$ cat src/rtl/if_fetch_queue.sv
// rtl/if_fetch_queue.sv - instruction fetch sequencer feeding a DEPTH-entry instruction queue
// Optional macro IF_WINDOW_CHK_EN: fault when a fetch leaves the 2 KiB instruction window.
module if_fetch_queue #(
  parameter logic [31:0] RESET_PC = 32'h0000_0000,
  parameter int          DEPTH    = 2
) (
  input  logic        i_clk,
  input  logic        i_rst_n,
  input  logic        i_redirect,
  input  logic [31:0] i_redirect_pc,
  output logic [10:0] o_imem_addr,
  input  logic [31:0] i_imem_rdata,
  output logic        o_valid,
  input  logic        i_ready,
  output logic [31:0] o_instr,
  output logic [31:0] o_pc,
  output logic        o_fault
);

  localparam int PTR_W = (DEPTH > 1) ? $clog2(DEPTH) : 1;
  localparam int CNT_W = $clog2(DEPTH) + 1;
  localparam logic [CNT_W-1:0] FULL_CNT = CNT_W'(DEPTH);
  localparam logic [31:0] NOP_INSTR = 32'h0000_0013;

  typedef enum logic {
    ST_RUN   = 1'b0,
    ST_FAULT = 1'b1
  } state_t;

  state_t           state;
  logic [31:0]      pc;
  logic [31:0]      instr_q [DEPTH];
  logic [31:0]      pc_q    [DEPTH];
  logic [PTR_W-1:0] wr_ptr;
  logic [PTR_W-1:0] rd_ptr;
  logic [CNT_W-1:0] count;
  logic             fault_q;

  logic full;
  logic pop;
  logic can_push;
  logic win_err;
  logic push;
  logic enter_fault;

  // A full queue still accepts a push when the head leaves in the same cycle.
  always_comb begin
    full     = (count == FULL_CNT);
    pop      = (count != '0) && i_ready && !i_redirect;
    can_push = (state == ST_RUN) && !i_redirect && (!full || pop);
`ifdef IF_WINDOW_CHK_EN
    win_err  = (pc[31:11] != 21'd0);
`else
    win_err  = 1'b0;
`endif
    push        = can_push && !win_err;
    enter_fault = (state == ST_RUN) &&
                  ((i_redirect && (i_redirect_pc[1:0] != 2'b00)) || (can_push && win_err));
  end

  always_ff @(posedge i_clk or negedge i_rst_n) begin
    if (!i_rst_n) begin
      state   <= ST_RUN;
      pc      <= RESET_PC;
      wr_ptr  <= '0;
      rd_ptr  <= '0;
      count   <= '0;
      fault_q <= 1'b0;
      for (int i = 0; i < DEPTH; i++) begin
        instr_q[i] <= NOP_INSTR;
        pc_q[i]    <= RESET_PC;
      end
    end else begin
      if (enter_fault) begin
        state   <= ST_FAULT;
        fault_q <= 1'b1;
      end
      if (i_redirect) begin
        // Flush regardless of state; a faulted fetcher keeps its pc frozen.
        wr_ptr <= '0;
        rd_ptr <= '0;
        count  <= '0;
        if (state == ST_RUN) begin
          pc <= i_redirect_pc;
        end
      end else begin
        if (push) begin
          instr_q[wr_ptr] <= i_imem_rdata;
          pc_q[wr_ptr]    <= pc;
          wr_ptr          <= wr_ptr + PTR_W'(1);
          pc              <= pc + 32'd4;
        end
        if (pop) begin
          rd_ptr <= rd_ptr + PTR_W'(1);
        end
        if (push && !pop) begin
          count <= count + CNT_W'(1);
        end else if (pop && !push) begin
          count <= count - CNT_W'(1);
        end
      end
    end
  end

  assign o_imem_addr = pc[10:0];
  assign o_valid     = (count != '0);
  assign o_instr     = instr_q[rd_ptr];
  assign o_pc        = pc_q[rd_ptr];
  assign o_fault     = fault_q;

endmodule

$ cat config.mk
export PLATFORM = sky130hd
export DESIGN_NAME = if_fetch_queue
export DESIGN_NICKNAME = d
export VERILOG_FILES = /design/src/rtl/if_fetch_queue.sv
export SDC_FILE = /design/constraint.sdc
export NUM_CORES = 1
export LEC_CHECK = 0
export CAP_MARGIN = 30
export CORE_MARGIN = 3
export CORE_UTILIZATION = 50
export DETAILED_ROUTE_END_ITERATION = 10
export GPL_ROUTABILITY_DRIVEN = 0
export GPL_TIMING_DRIVEN = 0
export PLACE_DENSITY = 0.76
export SETUP_SLACK_MARGIN = 0.02
export SLEW_MARGIN = 15
export SYNTH_ARGS = -nofsm -noshare
export SYNTH_HDL_FRONTEND = slang
export SYNTH_SLANG_ARGS = --single-unit
$ cat constraint.sdc
create_clock -name i_clk -period 4.71 [get_ports i_clk]
set_input_delay 0.7065 -clock i_clk [delete_from_list [all_inputs] [get_ports i_clk]]
set_output_delay 0.7065 -clock i_clk [all_outputs]
set_load 0.02 [all_outputs]
# Word-level counts from Yosys, hierarchy flattened
# Cells that the tools add are included.
dict set report totals {
  mem_count 0
  romBits 0
  inputBits 68
  ff_bits 165
  ramBits 0
  out_inout_bits 77
  latch_bits 0
  word_cells 64
}
dict set report op_classes {
  n_div 0
  eq_ne 2
  n_bitwise 4
  n_mul 0
  mux 20
  shift 0
  add_sub_neg 5
  order_cmp 3
  n_reduce_logical 21
}
# operator count
set ops {}
lappend ops {{2-to-1 mux 32 bit} 10}
lappend ops {{bitwise mux 64 bit} 2}
lappend ops {{adder 32 x 3 -> 32 bit, second input constant} 1}
lappend ops {{demux 32 bit (select 1 bit)} 1}
lappend ops {{logical AND 1 bit} 9}
lappend ops {{nonzero test 2 bit} 4}
lappend ops {{2-to-1 mux 2 bit} 3}
lappend ops {{greater-or-equal comparator 2 bit, second input constant} 2}
lappend ops {{logical NOT 1 bit} 4}
lappend ops {{2-to-1 mux 1 bit} 4}
lappend ops {{inverter 1 -> 2 bit} 2}
lappend ops {{AND reduction 2 bit} 2}
lappend ops {{nonzero test 3 bit} 1}
lappend ops {{adder 1 bit, second input constant} 2}
lappend ops {{adder 2 x 1 -> 2 bit, second input constant} 1}
lappend ops {{equality test 2 bit, second input constant} 1}
lappend ops {{less-than comparator 2 x 1 -> 1 bit, second input constant} 1}
lappend ops {{inequality test 2 bit, second input constant} 1}
lappend ops {{inverter 1 bit} 2}
lappend ops {{subtractor 2 x 1 -> 2 bit, second input constant} 1}
lappend ops {{logical OR 1 bit} 1}

# Longest topological paths before layout
# Gate-level depths: netlist of the first run.
dict set report logic_depth {
  depth_word 10
  depth_mapped 7
  depth_no_buf 5
}

# Worst setup path before layout of the first run
# Ideal clock, no wire load.
dict set report synth_timing {
  path_kind {flip-flop to output port}
  startpoint {register rd_ptr}
  endpoint {output port o_instr[10]}
  arrival_time_ns 1.407
  t_required_ns 4.003
  n_path_buf 2
  path_stages_with_launch 4
  slack_ns 2.597
  cell_sequence {dfrtp_1 clkbuf_1 clkbuf_1 mux2_2}
}
dict set report synth_between {
  elab_chain_cells 4
}
# item line_no
set synth_lines {}
lappend synth_lines {{from (decl)} 35} ;# logic [PTR_W-1:0] rd_ptr;
lappend synth_lines {{from (signal assigned)} 94} ;# rd_ptr <= rd_ptr + PTR_W'(1);
lappend synth_lines {{inverter 1 -> 2 bit (not written as such)} 107} ;# assign o_instr = instr_q[rd_ptr];
lappend synth_lines {{2-to-1 mux 32 bit (not written as such) (3 in series)} 107}
lappend synth_lines {{to (decl)} 15} ;# output logic [31:0] o_instr,
# Every way passes these cells. The select of a mux whose other input is x is not followed.

# Worst setup path in the final report of the first run
dict set report layout_timing {
  startpoint {register rd_ptr}
  endpoint {output port o_instr[29]}
}
# Same word-level chain as after synthesis.

==> results.sh, run 1 <==
export IMPL_syn2layout_area_growth_pct=28.5
export IMPL_p_switching_mw=0.690
export IMPL_dieArea_mm2=0.0180
export IMPL_cts_root_buffer="clkbuf_16"
export IMPL_antennaDiodeCount=0
export IMPL_crit_path_frequent_cell="clkbuf_1"
export IMPL_synthMuxAreaShare_pct=30.7
export IMPL_fin_skew_ns=0.00623
export IMPL_total_power_mw=2.99
export IMPL_hold_path_class="in2async"
export IMPL_path_clk_slew_ns=0.07
export IMPL_synth_top_flop_cell="dfrtp_1"
export IMPL_initial_core_util_pct=51.4
export IMPL_cp_cell_sequence="clkbuf_1, clkbuf_1, mux2_2, clkdlybuf4s50_1"
export IMPL_grt_pass1_wl_um=33000
export IMPL_rows=46
export IMPL_syn_num_nets=703
export IMPL_reg2reg_depth=5
export IMPL_overflow=0
export IMPL_grt_pass1_vias=6177
export IMPL_setup_viol=0
export IMPL_grt_total_usage_pct=23.0
export IMPL_final_max_slew_viol_count=0
export IMPL_ys_types=52
export IMPL_synthCells=634
export IMPL_cp_slowest_stage_delay_ns=0.56
export IMPL_max_cap_violations=0
export IMPL_end_kind="output port"
export IMPL_drtAntennaViolNets=0
export IMPL_fmaxAchievable_mhz=288
export IMPL_crit_path_start_kind="flip-flop"
export IMPL_cp_slowest_cell="clkbuf_1"
export IMPL_synth_compound_area_share_pct=6.61
export IMPL_async_reset_ff_share_pct=100
export IMPL_syn_area_mm2=0.00820
export IMPL_r2r_start="count[1]$_DFFE_PN0P_"
export IMPL_vias_per_cell=5.72
export IMPL_port_buffers=144
export IMPL_ios=145
export IMPL_cts_hold_buf=0
export IMPL_reg2reg_slack_ns=2.38
export IMPL_power_switching_share_pct=23.1
export IMPL_p_leak_nw=4.71
export IMPL_finalNonFillerCells=1027
export IMPL_fin_crit_sh_pct=73.8
export IMPL_post_route_min_period_ns=3.48
export IMPL_crit_arrival_ns=2.77
export IMPL_die_h_um=134
export IMPL_hold_violations=0
export IMPL_internal_power_mw=2.30
export IMPL_cts_sinks=165
export IMPL_cp_required_ns=4.00
export IMPL_wirelength_um=20300
export IMPL_ys_seq_area_share_pct=50.4
export IMPL_synth_seq_cells=165
export IMPL_synth_top_family_by_area="multiplexers"
export IMPL_cts_tree="yes"
export IMPL_vias=5871
export IMPL_synth_edff_count=0
export IMPL_fin_nets=867
export IMPL_rsz0062_at_grt="false"
export IMPL_status="finished clean"
export IMPL_cts_buffers_inserted=17
export IMPL_clock_latency_ns=0.42
export IMPL_drive_above_1_share_pct=31.4
export IMPL_antenna_found_initial=0
export IMPL_critPathKind="reg2out"
export IMPL_postCtsSetupBuffers=0
export IMPL_dr_pass1_iters=6
export IMPL_grt_max_degree=85
export IMPL_synth_xor_area_share_pct=0.214
export IMPL_cts_resized=0
export IMPL_cts_buffer_depth=2
export IMPL_wl_per_cell_um=19.7
export IMPL_synthAdderAreaFrac_pct=0.153
export IMPL_h_tree_depth=4
export IMPL_p_per_area_mw_per_mm2=284
export IMPL_coreArea_mm2=0.0159
export IMPL_p_seq_share_pct=48.0
export IMPL_clkPwrFrac_pct=47.0
export IMPL_dp_hpwl_um=14000
export IMPL_power_frac_comb_pct=5.0
export IMPL_ir_worst_vdd_uv=239
export IMPL_placedCellCount=995
export IMPL_slew_headroom_pct=46.1
export IMPL_synth_warnings=0
export IMPL_drc=0
export IMPL_worst_pin_slew_ns=0.805
export IMPL_r2r_end="pc[7]$_DFFE_PN0P_"
export IMPL_syn_avg_cell_area_um2=12.9
export IMPL_die_x_um=134
export IMPL_synth_simple_gate_area_share_pct=7.42
export IMPL_drtIter0Drc=503
export IMPL_path_max_fanout=10
worst max-delay path: cells and delay by family, from the launching register on:
kind / cells / cell delay, ns
buf+inv: 3 / 1.55
flops: 1 / 0.37
mux: 1 / 0.41
per-layer routing:
layer / vias up / share of wire (%) / global-route usage, %
met4: 0 / 2.0 / 8.14
met1: 2945 / 43 / 30.2
met5: - / 0 / 0
met3: 36 / 5.9 / 4.35
met2: 248 / 49 / 38.6
li1: 2642 / - / -
power groups by stage:
| stage | clock, mW | combinational (mW) | sequential, mW |
|---|---|---|---|
| CTS | 1.42 | 0.150 | 1.43 |
| finish | 1.40 | 0.149 | 1.44 |
| global placement | 0 | 0.142 | 1.46 |
| floorplan | 0 | 0.0360 | 1.46 |
| detailed placement | 0 | 0.149 | 1.46 |
| global route | 1.49 | 0.162 | 1.43 |
logic make-up (layout without fill, tap and decap cells):
logic type / Yosys count / count (layout)
AOI/OAI and AO/OA: 89 / 89
adders and majority gates: 1 / 1
xor gates and xnor gates: 2 / 2
and+or+nand+nor: 116 / 116
DFF: 165 / 165
buffers and inverters: 56 / 233
muxes: 205 / 205
stage by stage:
step           setup slack, ns  setup TNS, ns  hold slack (ns)  util, %  instance area [um^2]
6_report                  1.23              0            0.259     66.1                 10500
2_1_floorplan             2.60              0            0.411        -                  8200
3_5_place_dp              1.60              0            0.470     62.4                  9940
3_3_place_gp             -3.45        -555.25            0.461     62.2                  9910
4_1_cts                   1.17              0            0.292     66.1                 10500
5_1_grt                   1.09              0            0.309     66.1                 10500
cells in the mapped netlist (2+ instances only):
library cell / instances / area share (%)
a211oi_1: 3 / 0.27
a21oi_1: 37 / 2.3
a22oi_1: 2 / 0.18
a311oi_1: 2 / 0.21
a31oi_1: 3 / 0.23
and3_1: 6 / 0.46
and4_1: 3 / 0.32
buf_1: 2 / 0.092
buf_2: 8 / 0.49
buf_4: 13 / 1.2
buf_6: 13 / 1.8
clkbuf_1: 16 / 0.73
dfrtp_1: 159 / 49
dfstp_2: 6 / 1.9
inv_1: 3 / 0.14
mux2_1: 21 / 2.9
mux2_2: 111 / 15
mux2_4: 60 / 11
mux2i_1: 13 / 1.6
nand2_1: 39 / 1.8
nand3_1: 9 / 0.55
nand3_2: 2 / 0.24
nand4_1: 7 / 0.53
nor2_1: 18 / 0.82
nor2b_1: 2 / 0.15
nor3_1: 8 / 0.49
nor4_1: 10 / 0.76
o21ai_0: 16 / 0.98
o22ai_1: 13 / 0.99
o31ai_1: 2 / 0.18
o32ai_1: 3 / 0.32
or2_2: 3 / 0.23
or4_1: 2 / 0.18
flip-flops by register name, indices dropped and copies added, names as in the netlist:
name / flops
o_fault: 1
wr_ptr: 1
pc: 32
count: 2
pc_q: 64
instr_q: 64
rd_ptr: 1
how the worst max path moves through the flow:
stage	from	endpoint	slack [ns]	cells past startpoint
2_1_floorplan	rd_ptr$_DFFE_PN0P_	o_instr[10]	2.60	3
3_5_place_dp	i_ready	instr_q[37]$_DFFE_PN0P_	1.60	7
6_report	rd_ptr$_DFFE_PN0P_	o_instr[29]	1.23	4
4_1_cts	rd_ptr$_DFFE_PN0P_	o_instr[29]	1.17	4
5_1_grt	rd_ptr$_DFFE_PN0P_	o_instr[4]	1.09	4
3_3_place_gp	i_rst_n	pc_q[25]$_DFFE_PN0P_	-3.45	1
cell type report:
class,instances,area [um^2]
timing repair buffer,145,1470
tap,216,270
buffer,52,352
inverter,4,15.0
clock buffer,18,439
multi-input combinational,413,3700
fill,1184,5410
sequential,165,4140
clock inverter,14,153
cells in the final DEF, fill, tap and decap left out, types with 3 or more instances in the layout:
cell and instances:
or2_2 3, clkinv_4 3, a21oi_1 37, nor3_1 8, mux2_4 60, clkdlybuf4s50_1 143
o21ai_0 16, nor2_1 18, nor4_1 10, a211oi_1 3, nand3_1 9, and3_1 6
nand2_1 39, clkbuf_1 16, o32ai_1 3, nand4_1 7, mux2_1 21, buf_2 8
buf_4 13, clkinvlp_4 4, inv_6 3, mux2_2 111, dfrtp_1 159, mux2i_1 13
o22ai_1 13, dfstp_2 6, inv_1 3, clkbuf_16 17, a31oi_1 3, and4_1 3
buf_6 13
Power figures use the tool's default switching activity.
==> run 2: changes to the inputs <==
--- a/config.mk
+++ b/config.mk
@@ -7,11 +7,11 @@
 export LEC_CHECK = 0
 export CAP_MARGIN = 30
 export CORE_MARGIN = 3
-export CORE_UTILIZATION = 50
+export CORE_UTILIZATION = 48
 export DETAILED_ROUTE_END_ITERATION = 10
 export GPL_ROUTABILITY_DRIVEN = 0
 export GPL_TIMING_DRIVEN = 0
-export PLACE_DENSITY = 0.76
+export PLACE_DENSITY = 0.77
 export SETUP_SLACK_MARGIN = 0.02
 export SLEW_MARGIN = 15
 export SYNTH_ARGS = -nofsm -noshare
==> constraint.sdc (replaced) <==
create_clock -name i_clk -period 2.8 [get_ports i_clk]
set_input_delay 0.42 -clock i_clk [delete_from_list [all_inputs] [get_ports i_clk]]
set_output_delay 0.42 -clock i_clk [all_outputs]
set_load 0.02 [all_outputs]
==> results.sh, run 2 (synthesized netlist as in run 1, its figures left out) <==
export IMPL_most_common_layout_cells="159 x dfrtp_1, 143 x clkdlybuf4s50_1, 111 x mux2_2, 60 x mux2_4, 39 x nand2_1"
export IMPL_top_regs="instr_q x64, pc_q x64, pc x32"
export IMPL_drtAntennaViolNets=0
export IMPL_initial_core_util_pct=49.3
export IMPL_crit_arrival_ns=2.23
export IMPL_cts_hold_buf=0
export IMPL_h_tree_depth=4
export IMPL_vias_per_cell=5.65
export IMPL_worst_pin_slew_ns=0.816
export IMPL_ios=145
export IMPL_critPathKind="reg2out"
export IMPL_dieArea_mm2=0.0187
export IMPL_post_route_min_period_ns=2.65
export IMPL_rsz0062_at_grt="false"
export IMPL_crit_path_start_kind="flip-flop"
export IMPL_grt_total_usage_pct=21.7
export IMPL_wirelength_um=19900
export IMPL_ir_worst_vdd_uv=436
export IMPL_slew_headroom_pct=45.4
export IMPL_grt_max_degree=88
export IMPL_coreArea_mm2=0.0166
export IMPL_regArea_mm2=0.00414
export IMPL_syn2layout_area_growth_pct=28.2
export IMPL_drtIter0Drc=431
export IMPL_drive_above_1_share_pct=31.7
export IMPL_fin_crit_sh_pct=94.7
export IMPL_final_max_slew_viol_count=0
export IMPL_path_max_fanout=10
export IMPL_placedCellCount=999
export IMPL_max_cap_violations=0
export IMPL_hold_path_class="in2async"
export IMPL_cts_root_buffer="clkbuf_16"
export IMPL_overflow=0
export IMPL_fin_skew_ns=0.0103
export IMPL_wl_per_cell_um=19.4
export IMPL_cp_slowest_cell="clkdlybuf4s50_1"
export IMPL_dp_hpwl_um=14100
export IMPL_p_leak_nw=4.71
export IMPL_cts_sinks=165
export IMPL_p_per_area_mw_per_mm2=459
export IMPL_path_clk_slew_ns=0.06
export IMPL_layout_setup_ws_ns=0.150
export IMPL_cp_required_ns=2.38
export IMPL_grt_pass1_vias=6025
export IMPL_hold_violations=15
export IMPL_finalNonFillerCells=1030
export IMPL_setup_viol=0
export IMPL_end_kind="output port"
export IMPL_pre_cts_ws_ns=-0.0554
export IMPL_grt_pass1_wl_um=31500
export IMPL_rows=47
export IMPL_violations="hold timing"
export IMPL_port_buffers=144
export IMPL_multiInputGateArea_mm2=0.00370
export IMPL_drc=0
export IMPL_cp_cell_sequence="clkbuf_4, buf_2, mux2_2, clkdlybuf4s50_1"
export IMPL_antenna_found_initial=0
export IMPL_die_x_um=137
export IMPL_cts_buffers_inserted=17
export IMPL_fillers=1246
export IMPL_status="complete, but fails checks"
export IMPL_dr_pass1_iters=5
export IMPL_final_common_cell="dfrtp_1"
export IMPL_vias=5822
export IMPL_die_h_um=137
export IMPL_clock_latency_ns=0.42
export IMPL_fin_nets=867
export IMPL_antennaDiodeCount=0
export IMPL_cts_tree="yes"
export IMPL_fmaxAchievable_mhz=377
export IMPL_cp_slowest_stage_delay_ns=0.54
export IMPL_hold_slack_ns=-0.0188
export IMPL_cts_buffer_depth=2
[run 2: cell types whose count changed in the layout (fill, tap and decap cells not counted), sizes merged]
cell	previous run	this run
clkbuf	34	37
bufinv	2	1
clkinv	5	4
inv	7	4
buf	38	39
[run 2: repair_timing]
action	4_1_cts	5_1_grt
gates resized for setup	10	3
endpoints found under the setup margin	50	29
setup buffers	0	0
[run 2: where the power goes]
group	switching, mW	leakage, nW	internal, mW
logic	0.125	2.21	0.126
clock network	0.901	0.258	1.26
registers	0.0192	2.24	2.40
total	1.04	4.71	3.78
[run 2: area by class of cell]
class / instances / share of cell area [%]
clock inverters: 9 / 0.762
inverters: 4 / 0.143
clock buffers: 22 / 4.42
well taps: 220 / 2.62
flip-flops and latches: 165 / 39.3
plain buffers: 52 / 3.53
multi-input cells: 413 / 35.2
repair buffers: 145 / 14.0
[run 2: final timing paths]
path,startpoint,end,slack [ns],cells after the start
worst max register to register,o_fault$_DFFE_PN0P_,instr_q[35]$_DFFE_PN0P_,0.45,6
max in group asynchronous,i_rst_n,pc_q[62]$_DFFE_PN0P_,1.99,2
worst min-delay path,i_rst_n,instr_q[54]$_DFFE_PN0P_,-0.02,1
min in group i_clk,instr_q[19]$_DFFE_PN0P_,instr_q[19]$_DFFE_PN0P_,0.48,1
worst min register to register,instr_q[19]$_DFFE_PN0P_,instr_q[19]$_DFFE_PN0P_,0.48,1
worst max-delay path,rd_ptr$_DFFE_PN0P_,o_instr[17],0.15,4
[run 2: layer usage]
layer  vias up  global-route usage, %  routed length (um)
met5         -                      0                   0
met4         0                   8.57                 452
met3        35                   4.49                1250
met2       254                   36.0                9650
met1      2895                   27.9                8590
li1       2638                      -                   -
[run 2: critical path: cells and delay by family (launching register included)]
kind / cells / cell delay (ns)
buffers and inverters: 3 / 1.07
muxes: 1 / 0.39
DFF: 1 / 0.34
[run 2: metrics by stage]
stage	setup TNS, ns	total power [mW]	area (um^2)	utilization (%)	hold WS [ns]
final	0	4.82	10500	63.2	-0.0188
after global routing	0	5.00	10500	63.2	0.0403
after CTS	0	4.88	10500	63.2	0.0156
after detailed placement	-1.13	2.71	9950	59.8	0.469
after global placement	-816.94	2.70	9920	59.6	0.461
after floorplan	0	2.51	8200	-	0.124
==> run 3: changes to the inputs <==
--- a/config.mk
+++ b/config.mk
@@ -7,11 +7,13 @@
 export LEC_CHECK = 0
 export CAP_MARGIN = 30
 export CORE_MARGIN = 3
-export CORE_UTILIZATION = 48
+export CORE_UTILIZATION = 50
 export DETAILED_ROUTE_END_ITERATION = 10
+export DONT_BUFFER_PORTS = 1
 export GPL_ROUTABILITY_DRIVEN = 0
 export GPL_TIMING_DRIVEN = 0
-export PLACE_DENSITY = 0.77
+export MAX_ROUTING_LAYER = met4
+export PLACE_DENSITY = 0.68
 export SETUP_SLACK_MARGIN = 0.02
 export SLEW_MARGIN = 15
 export SYNTH_ARGS = -nofsm -noshare
==> results.sh, run 3 (synthesized netlist as in run 1, its figures left out) <==
export IMPL_critPathKind="reg2out"
export IMPL_most_common_layout_cells="159 x dfrtp_1, 111 x mux2_2, 60 x mux2_4, 39 x nand2_1, 37 x a21oi_1"
export IMPL_end_kind="output port"
export IMPL_path_clk_slew_ns=0.07
export IMPL_clkPwrFrac_pct=48.7
export IMPL_vias_per_cell=5.95
export IMPL_multiInputGateArea_mm2=0.00370
export IMPL_cts_root_buffer="clkbuf_16"
export IMPL_dieArea_mm2=0.0180
export IMPL_drtIter0Drc=325
export IMPL_fin_crit_sh_pct=96.3
export IMPL_internal_power_mw=3.83
export IMPL_top_regs="instr_q x64, pc_q x64, pc x32"
export IMPL_drc=0
export IMPL_tns_ns=0
export IMPL_cp_startpoint="rd_ptr$_DFFE_PN0P_"
export IMPL_cts_buffer_depth=2
export IMPL_port_buffers=0
export IMPL_cts_tree="yes"
export IMPL_fillers=1363
export IMPL_initial_core_util_pct=51.4
export IMPL_p_seq_share_pct=49.7
export IMPL_r2r_start="o_fault$_DFFE_PN0P_"
export IMPL_crit_buf_inv=2
export IMPL_hold_slack_ns=-0.309
export IMPL_cts_sinks=165
export IMPL_cts_buffers_inserted=17
export IMPL_cp_slowest_stage_delay_ns=0.52
export IMPL_final_area_mm2=0.00908
export IMPL_antenna_found_initial=0
export IMPL_syn2layout_area_growth_pct=10.8
export IMPL_postPlaceCellArea_mm2=0.00847
export IMPL_clock_latency_ns=0.42
export IMPL_p_leak_nw=4.19
export IMPL_drtAntennaViolNets=0
export IMPL_ir_worst_vdd_uv=417
export IMPL_rsz0062_at_grt="true"
export IMPL_crit_arrival_ns=2.28
export IMPL_overflow=0
export IMPL_cp_required_ns=2.38
export IMPL_rows=46
export IMPL_regArea_mm2=0.00414
export IMPL_grt_total_usage_pct=22.1
export IMPL_power_frac_comb_pct=1.6
export IMPL_final_core_util_pct=57.0
export IMPL_wl_per_cell_um=21.5
export IMPL_fin_skew_ns=0.00779
export IMPL_ios=145
export IMPL_cp_cell_sequence="clkbuf_1, buf_1, mux2_2"
export IMPL_path_max_fanout=10
export IMPL_slew_headroom_pct=46.7
export IMPL_h_tree_depth=4
export IMPL_max_cap_violations=0
export IMPL_hold_path_class="in2async"
export IMPL_power_switching_share_pct=21.0
export IMPL_fmaxAchievable_mhz=371
export IMPL_grt_pass1_wl_um=30400
export IMPL_post_route_min_period_ns=2.70
export IMPL_critPathTopFamily="buffers and inverters"
export IMPL_cp_slowest_cell="buf_1"
export IMPL_finalNonFillerCells=883
export IMPL_grt_max_degree=166
export IMPL_grt_pass1_vias=5564
export IMPL_hold_violations=165
export IMPL_setup_viol=0
export IMPL_violations="hold timing"
export IMPL_crit_path_start_kind="flip-flop"
export IMPL_dr_pass1_iters=5
export IMPL_p_per_area_mw_per_mm2=535
export IMPL_drive_above_1_share_pct=38.4
export IMPL_die_h_um=134
export IMPL_vias=5255
export IMPL_coreArea_mm2=0.0159
export IMPL_final_max_slew_viol_count=0
export IMPL_fin_nets=722
export IMPL_p_switching_mw=1.02
export IMPL_die_x_um=134
export IMPL_dp_hpwl_um=13200
export IMPL_worst_pin_slew_ns=0.797
export IMPL_final_common_cell="dfrtp_1"
export IMPL_wirelength_um=18900
export IMPL_status="complete, but fails checks"
export IMPL_placedCellCount=850
export IMPL_postCtsSetupBuffers=0
==> run 3: cell types whose count changed in the layout (fill, tap and decap cells not counted), sizes merged, moves of 2 or more <==
cell / previous run / this run
clkdlybuf4s50: 143 / 0
clkinv: 4 / 7
buf: 39 / 37
clkinvlp: 4 / 2
==> run 3: what timing repair did <==
action                     CTS  global route
setup endpoints to repair    0            50
gates resized for setup      0             7
hold endpoints to repair   165           165
==> run 3: final timing paths <==
| check | to | slack [ns] | cells after the start |
|---|---|---|---|
| hold / removal | instr_q[24]$_DFFE_PN0P_ | -0.31 | 0 |
| max in group asynchronous | instr_q[36]$_DFFE_PN1P_ | 2.84 | 0 |
| setup / recovery | o_instr[5] | 0.10 | 3 |
| hold reg to reg | pc_q[0]$_DFFE_PN0P_ | 0.48 | 1 |
| min in group i_clk | count[1]$_DFFE_PN0P_ | 0.08 | 1 |
| setup reg to reg | pc[4]$_DFFE_PN0P_ | 0.38 | 5 |
==> run 3: per-stage QoR <==
step                      setup WS (ns)  power (mW)
final                             0.103        4.86
after global routing            -0.0164        5.02
after CTS                        0.0245        4.89
after detailed placement          0.377        2.53
after global placement            0.403        2.53
after floorplan                   0.904        2.51
==> run 3: layer usage <==
| metal | GRT usage (%) | share of wire, % | vias to the layer above |
|---|---|---|---|
| li1 | - | - | 2364 |
| met1 | 27.0 | 41 | 2653 |
| met2 | 35.9 | 49 | 197 |
| met3 | 6.04 | 7.3 | 41 |
| met4 | 6.96 | 2.0 | 0 |
| met5 | - | 0 | - |
==> run 3: cell type report <==
class / count / share of cell area, %
tap: 216 / 2.98
clock buffer: 21 / 5.29
inverter: 4 / 0.165
clock inverter: 11 / 1.38
buffer: 52 / 3.91
antenna: 1 / 0.0276
multi-input combinational: 413 / 40.7
sequential: 165 / 45.5
==> run 3: power by group through the flow <==
stage,clock (mW),combinational [mW],sequential (mW)
after floorplan,0,0.0606,2.45
after global placement,0,0.0725,2.46
after detailed placement,0,0.0743,2.46
after CTS,2.41,0.0746,2.41
after global routing,2.53,0.0822,2.41
final,2.37,0.0761,2.41
